$ cat src/rtl/regbank_nw.sv
// regbank_nw: NREG x DW-bit software register bank with byte-strobed writes,
// synchronous active-low reset to RST_VAL, latency-1 read port, per-register update pulses.
// Ports: clk, rst_n (sync, active low); write side wen_i/waddr_i/wdata_i/wstrb_i;
// read side ren_i/raddr_i -> rdata_o/rvalid_o; err_o flags out-of-range accesses;
// upd_o pulses per written register; regs_o is the flat live contents (reg i at [i*DW +: DW]);
// commit_i copies shadow to active when built with REGBANK_SHADOW_EN, otherwise ignored.
module regbank_nw #(
    parameter int DW = 32,
    parameter int NREG = 8,
    parameter int AW = 3,
    parameter logic [DW-1:0] RST_VAL = '0
) (
    input  logic               clk,
    input  logic               rst_n,
    input  logic               wen_i,
    input  logic [AW-1:0]      waddr_i,
    input  logic [DW-1:0]      wdata_i,
    input  logic [DW/8-1:0]    wstrb_i,
    input  logic               ren_i,
    input  logic [AW-1:0]      raddr_i,
    output logic [DW-1:0]      rdata_o,
    output logic               rvalid_o,
    output logic               err_o,
    output logic [NREG-1:0]    upd_o,
    output logic [NREG*DW-1:0] regs_o,
    input  logic               commit_i
);
    localparam logic [AW:0] NREG_L = NREG[AW:0];
    logic [NREG-1:0][DW-1:0] act, base, nxt;
    logic [NREG-1:0] hit;
    logic wr_ok, rd_ok;
    function automatic logic [DW-1:0] merge(input logic [DW-1:0] old, input logic [DW-1:0] data,
                                            input logic [DW/8-1:0] strb);
        logic [DW-1:0] res;
        res = old;
        for (int k = 0; k < DW/8; k++)
            if (strb[k]) res[8*k +: 8] = data[8*k +: 8];
        return res;
    endfunction
    assign wr_ok = wen_i && ({1'b0, waddr_i} < NREG_L);
    assign rd_ok = {1'b0, raddr_i} < NREG_L;
    assign regs_o = act;
    // base is the array that writes land in and reads return; nxt is base after this cycle's write
    always_comb begin
        hit = '0;
        nxt = base;
        for (int i = 0; i < NREG; i++) begin
            hit[i] = wr_ok && (waddr_i == AW'(i));
            nxt[i] = hit[i] ? merge(base[i], wdata_i, wstrb_i) : base[i];
        end
    end
    always_ff @(posedge clk) begin
        if (!rst_n) begin
            rdata_o <= '0;
            rvalid_o <= 1'b0;
            err_o <= 1'b0;
        end else begin
            if (ren_i) rdata_o <= rd_ok ? base[raddr_i] : '0;
            rvalid_o <= ren_i;
            err_o <= (wen_i && !wr_ok) || (ren_i && !rd_ok);
        end
    end
`ifdef REGBANK_SHADOW_EN
    logic [NREG-1:0][DW-1:0] shd;
    logic [NREG-1:0] chg;
    assign base = shd;
    // commit folds in a same-cycle write because it copies nxt, not shd
    always_comb begin
        chg = '0;
        for (int i = 0; i < NREG; i++) chg[i] = act[i] != nxt[i];
    end
    always_ff @(posedge clk) begin
        if (!rst_n) begin
            shd <= {NREG{RST_VAL}};
            act <= {NREG{RST_VAL}};
            upd_o <= '0;
        end else begin
            shd <= nxt;
            if (commit_i) act <= nxt;
            upd_o <= commit_i ? chg : '0;
        end
    end
`else
    logic unused_commit;
    assign unused_commit = commit_i;
    assign base = act;
    always_ff @(posedge clk) begin
        if (!rst_n) begin
            act <= {NREG{RST_VAL}};
            upd_o <= '0;
        end else begin
            act <= nxt;
            upd_o <= hit;
        end
    end
`endif
endmodule

$ cat config.mk
export PLATFORM = sky130hd
export DESIGN_NAME = regbank_nw
export DESIGN_NICKNAME = d
export VERILOG_FILES = /design/src/rtl/regbank_nw.sv
export SDC_FILE = /design/constraint.sdc
export NUM_CORES = 1
export LEC_CHECK = 0
export BUFFER_PORTS_ARGS = -buffer_cell sky130_fd_sc_hd__buf_2
export CORE_UTILIZATION = 40
export DETAILED_ROUTE_END_ITERATION = 12
export PLACE_DENSITY = 0.75
export SYNTH_ARGS = -nofsm -noshare
export SYNTH_HDL_FRONTEND = slang
export SYNTH_SLANG_ARGS = --single-unit
export TNS_END_PERCENT = 20
$ cat constraint.sdc
create_clock -name clk -period 1.49 [get_ports clk]
set_clock_uncertainty 0.15 [all_clocks]
set_input_delay 0 -clock clk [delete_from_list [all_inputs] [get_ports clk]]
set_output_delay 0 -clock clk [all_outputs]
set_load 0.02 [all_outputs]
# Yosys cells after proc, flatten, opt, wreduce, memory -nomap -nowiden

Cells that the tools add are included.

Magnitude comparators: 1
Equal/unequal tests: 7
Mux-type cells: 2
Reductions and logical operators: 41

Operator list:

| operator                                                                      | count |
|---|---|
| 32-bit binary-select mux with 3-bit select                                    | 1 |
| 2-bit AND reduction                                                           | 32 |
| 32-bit 2-to-1 mux                                                             | 1 |
| 3-bit equality test (second input constant)                                   | 4 |
| 1-bit logical AND                                                             | 8 |
| 3-bit by 2-bit equality test with 1-bit output (second input constant)        | 2 |
| 3-bit by 4-bit less-than comparator with 1-bit output (second input constant) | 1 |
| 3-bit by 1-bit equality test with 1-bit output (second input constant)        | 1 |
| 3-bit zero test                                                               | 1 |

Flip-flop bits (word level): 297
Input bits: 47
Output and inout bits: 298
Logic and storage cells: 86

# Depth between registers and ports, before layout

Depth after elaboration: 3
Mapped depth: 7
Gate-level depth less buffers: 4

# Worst setup path before layout

OpenSTA, ideal clock, no wires.

Kind: input to register
Start: input raddr_i[0]
End: register rdata_o[21]
Arrival time: 1.000 ns
Data required time: 1.208 ns
Slack: 0.208 ns
Stages: 6
Buffers on the path: 3
Cells stage by stage: buf_4 -> buf_6 -> buf_6 -> mux2_2 -> o221ai_1 -> a21oi_1

Word-level cells in the longest chain between the ends: 2

RTL lines:

| item                                       | RTL line | RTL |
|---|---|---|
| from (decl)                                | 20       | `input logic [AW-1:0] raddr_i,` |
| 32-bit binary-select mux with 3-bit select | 58       | `if (ren_i) rdata_o <= rd_ok ? base[raddr_i] : '0;` |
| 32-bit 2-to-1 mux (implied by the code)    | 58       |  |
| to (signal assigned)                       | 58       |  |
| to (decl)                                  | 21       | `output logic [DW-1:0] rdata_o,` |

No other way between the ends. The select of a mux whose other input is x is not followed.
A chain may end at the register's enable or synchronous reset.

# Final worst setup path

Start: input raddr_i[0]
End: register rdata_o[11]

The elaborated chain is that of the path after synthesis.

==> impl_metrics.py <==
metrics = {
    "clocking": {
        "cts_tree": "yes",
        "post_cts_buffers": 0,
        "clock-sinks": 297,
        "clk_path_buf_depth": 3,
        "path_clk_slew_ns": 0.06,
        "clk_latency_ns": 0.57,
        "cts_root_buf": "clkbuf_16",
        "htreeDepth": 1,
        "numCtsBuffers": 31,
    },
    "logic_synthesis": {
        "yosys_most_used_dff": "dfxtp_1",
        "synthMuxAreaShare_pct": 10.2,
        "synth_top_cell_by_area": "dfxtp_1",
        "synth_top_area_share_pct": 44.6,
        "synthAdderAreaFrac_pct": 0,
        "synth_cell_type_count": 31,
        "synth-seq-cells": 297,
        "async_flop_share_pct": 0,
        "ys_seq_area_share_pct": 44.6,
        "syn_nets": 1585,
        "ys_top_cells_by_area": "dfxtp_1, a21boi_0, o21ai_0",
        "synth_top_family_by_area": "compound AO/OA/AOI/OAI gates",
        "synth_compound_area_share_pct": 30.3,
        "synth.avg_cell_area_um2": 8.67,
        "synth-simple-area-share_pct": 9.51,
        "synthCells": 1538,
        "yosysWarnings": 0,
        "mappedNetlistArea_mm2": 0.0133,
        "synth_edf_count": 0,
        "synth_xor_area_share_pct": 0,
    },
    "critical_path": {
        "critPathKind": "primary input to flop",
        "cpPeakStageDelay_ns": 0.54,
        "path_cells": "dlygate4sd3_1 > buf_6 > buf_12 > mux2_2 > o22ai_1 > a221o_1 > a21oi_1",
        "start_kind": "primary input",
        "cp_max_fo": 25,
        "worst_setup_path_end_kind": "flop",
        "path_delay_family": "buffers and inverters",
        "regToRegSetupSlack_ns": 0.02,
        "cpMaxStageDelayCell": "dlygate4sd3_1",
        "cp.required_ns": 1.78,
        "worst-path-buf-inv": 3,
        "crit_arrival_ns": 1.78,
    },
    "cells_and_area": {
        "syn2layout_area_growth_pct": 34.3,
        "fin_nets": 1998,
        "final_cell_mix": "buf_2, dfxtp_1, o21ai_0",
        "layout_commonest_cell": "buf_2",
        "final_core_util_pct": 54.8,
        "drive_gt1_share_pct": 29.9,
    },
    "die": {
        "rows": 66,
        "die_h_um": 185,
        "die_w_um": 185,
        "core-area_mm2": 0.0327,
        "start_util_pct": 40.8,
        "ioPinCount": 345,
        "dieArea_mm2": 0.0341,
    },
    "sta": {
        "fin_crit_ns": 1.49,
        "rsz0062_at_grt": "yes",
        "relSlewSlack_pct": 59.4,
        "setup_viol": 1,
        "worst_slack_ns": -0.00159,
        "slew_viol_final": 0,
        "hold_viol": 20,
        "tightest_slew_ns": 0.610,
        "timing.fmax_mhz": 670,
        "whs_ns": -0.259,
        "finalCritPeriodShare_pct": 100,
    },
    "global_route": {
        "grt_overflow": 0,
        "grt_pass1_vias": 13100,
        "grt_max_degree": 71,
        "globalRouteTotalUtil_pct": 26.6,
        "grt_pass1_wl_mm": 72.2,
        "antenna_found_initial": 1,
    },
    "placed_design": {
        "dp_hpwl_mm": 31.4,
        "place_congestion": 0.880,
        "io_buffer_count": 342,
    },
    "pwr": {
        "p_leak_nw": 7.46,
        "ir_drop_mv": 0.883,
        "powerDensity_mw_per_mm2": 994,
        "p_clk_share_pct": 42.4,
        "intPower_w": 0.0132,
        "comb_power_share_pct": 11.5,
        "switchingPower_w": 0.00458,
        "finalPower_w": 0.0178,
        "switching_share_pct": 25.7,
        "p_seq_share_pct": 46.1,
    },
    "status": {
        "violations": "hold timing, setup timing",
        "status": "finished with violations",
    },
    "min_path": {
        "hp-class": "primary input to flop",
    },
    "drt": {
        "vias_per_cell": 5.58,
        "dr.pass1.iters": 5,
        "dr.first_iter.drc_count": 915,
        "wirelength_mm": 46.8,
        "drt_drc_violations_left": 0,
        "ant_nets": 0,
        "wl_per_cell_um": 19.4,
        "num_vias": 13500,
    },
    "job": {
        "cap_violations": 0,
    },
}
[cell usage after synthesis (all sizes together), types with 10 or more instances]
cell type and instances:
a21oi 32, a221o 22, mux2i 64, buf 26, mux2 64, o22ai 22
dfxtp 297, clkbuf 131, o21ai 288, nand2 258, o221ai 10, nor2 41
a22oi 10, a21boi 256
[layout make-up]
cell class                 count  area, µm²
clock buffer                  45        898
clock inverter                 9       75.1
tap                          442        553
multi-input combinational   1084       6730
fill                        2927      14800
sequential                   297       5950
antenna                        1       2.50
timing repair buffer         537       3700
[timing repair]
| item | 4_1_cts | 5_1_grt |
|---|---|---|
| hold endpoints to repair | 297 | 14 |
| gates resized for setup | 0 | 18 |
| hold buffers | 76 | 4 |
| setup endpoints to repair | 0 | 58 |
[per-layer routing]
layer  vias up  GRT usage (%)  routed length (µm)
li1       6254              -                   -
met2       660           44.3               22000
met3        87           6.66                4670
met5         -              0                   0
met1      6474           33.2               19000
met4         0           9.27                1210
[flip-flops by register name (all words and copies together) (netlist names)]
name,cells
regs_o,256
rdata_o,32
upd_o,8
rvalid_o,1
[worst min-delay path, delay by kind of cell]
family | cells | cell delay, ns
buffers and inverters | 1 | 0.17
AND/OR/NAND/NOR | 2 | 0.22
[logic make-up (layout without fill, tap and decap cells)]
| group | Yosys count | count (layout) |
|---|---|---|
| compound gates | 640 | 640 |
| buf+inv | 157 | 591 |
| flops | 297 | 297 |
| mux | 128 | 128 |
| other cells | 1 | 2 |
| simple gates | 315 | 315 |
[through the flow]
step | hold WS (ns) | cells | cell area (µm²) | setup slack [ns] | TNS, ns
final | -0.259 | 2415 | 17900 | -0.00159 | -0.00159
after global routing | -0.256 | 2415 | 17900 | -0.0348 | -0.163
after CTS | -0.272 | 2411 | 17800 | 0.0138 | 0
after detailed placement | 0.175 | 2281 | 16100 | -0.0248 | -0.0505
after global placement | 0.169 | 2281 | 16100 | 0.0367 | 0
after floorplan | 0.167 | 1538 | 13300 | 0.208 | 0
[path summary, 6_finish.rpt]
check                    from          end  cells past startpoint
setup / recovery   raddr_i[0]  rdata_o[11]                      7
hold / removal     waddr_i[2]     upd_o[4]                      3
setup reg to reg   regs_o[76]   regs_o[76]                      3
hold reg to reg   regs_o[227]  regs_o[227]                      2
[power by group through the flow]
stage                     sequential [W]  combinational (W)  clock, W
after global routing             0.00821            0.00216   0.00798
after detailed placement         0.00837            0.00187         0
final                            0.00820            0.00204   0.00755
after CTS                        0.00820            0.00199   0.00768
after global placement           0.00837            0.00184         0
after floorplan                  0.00854           0.000944         0
(Power assumes the default switching activity.)
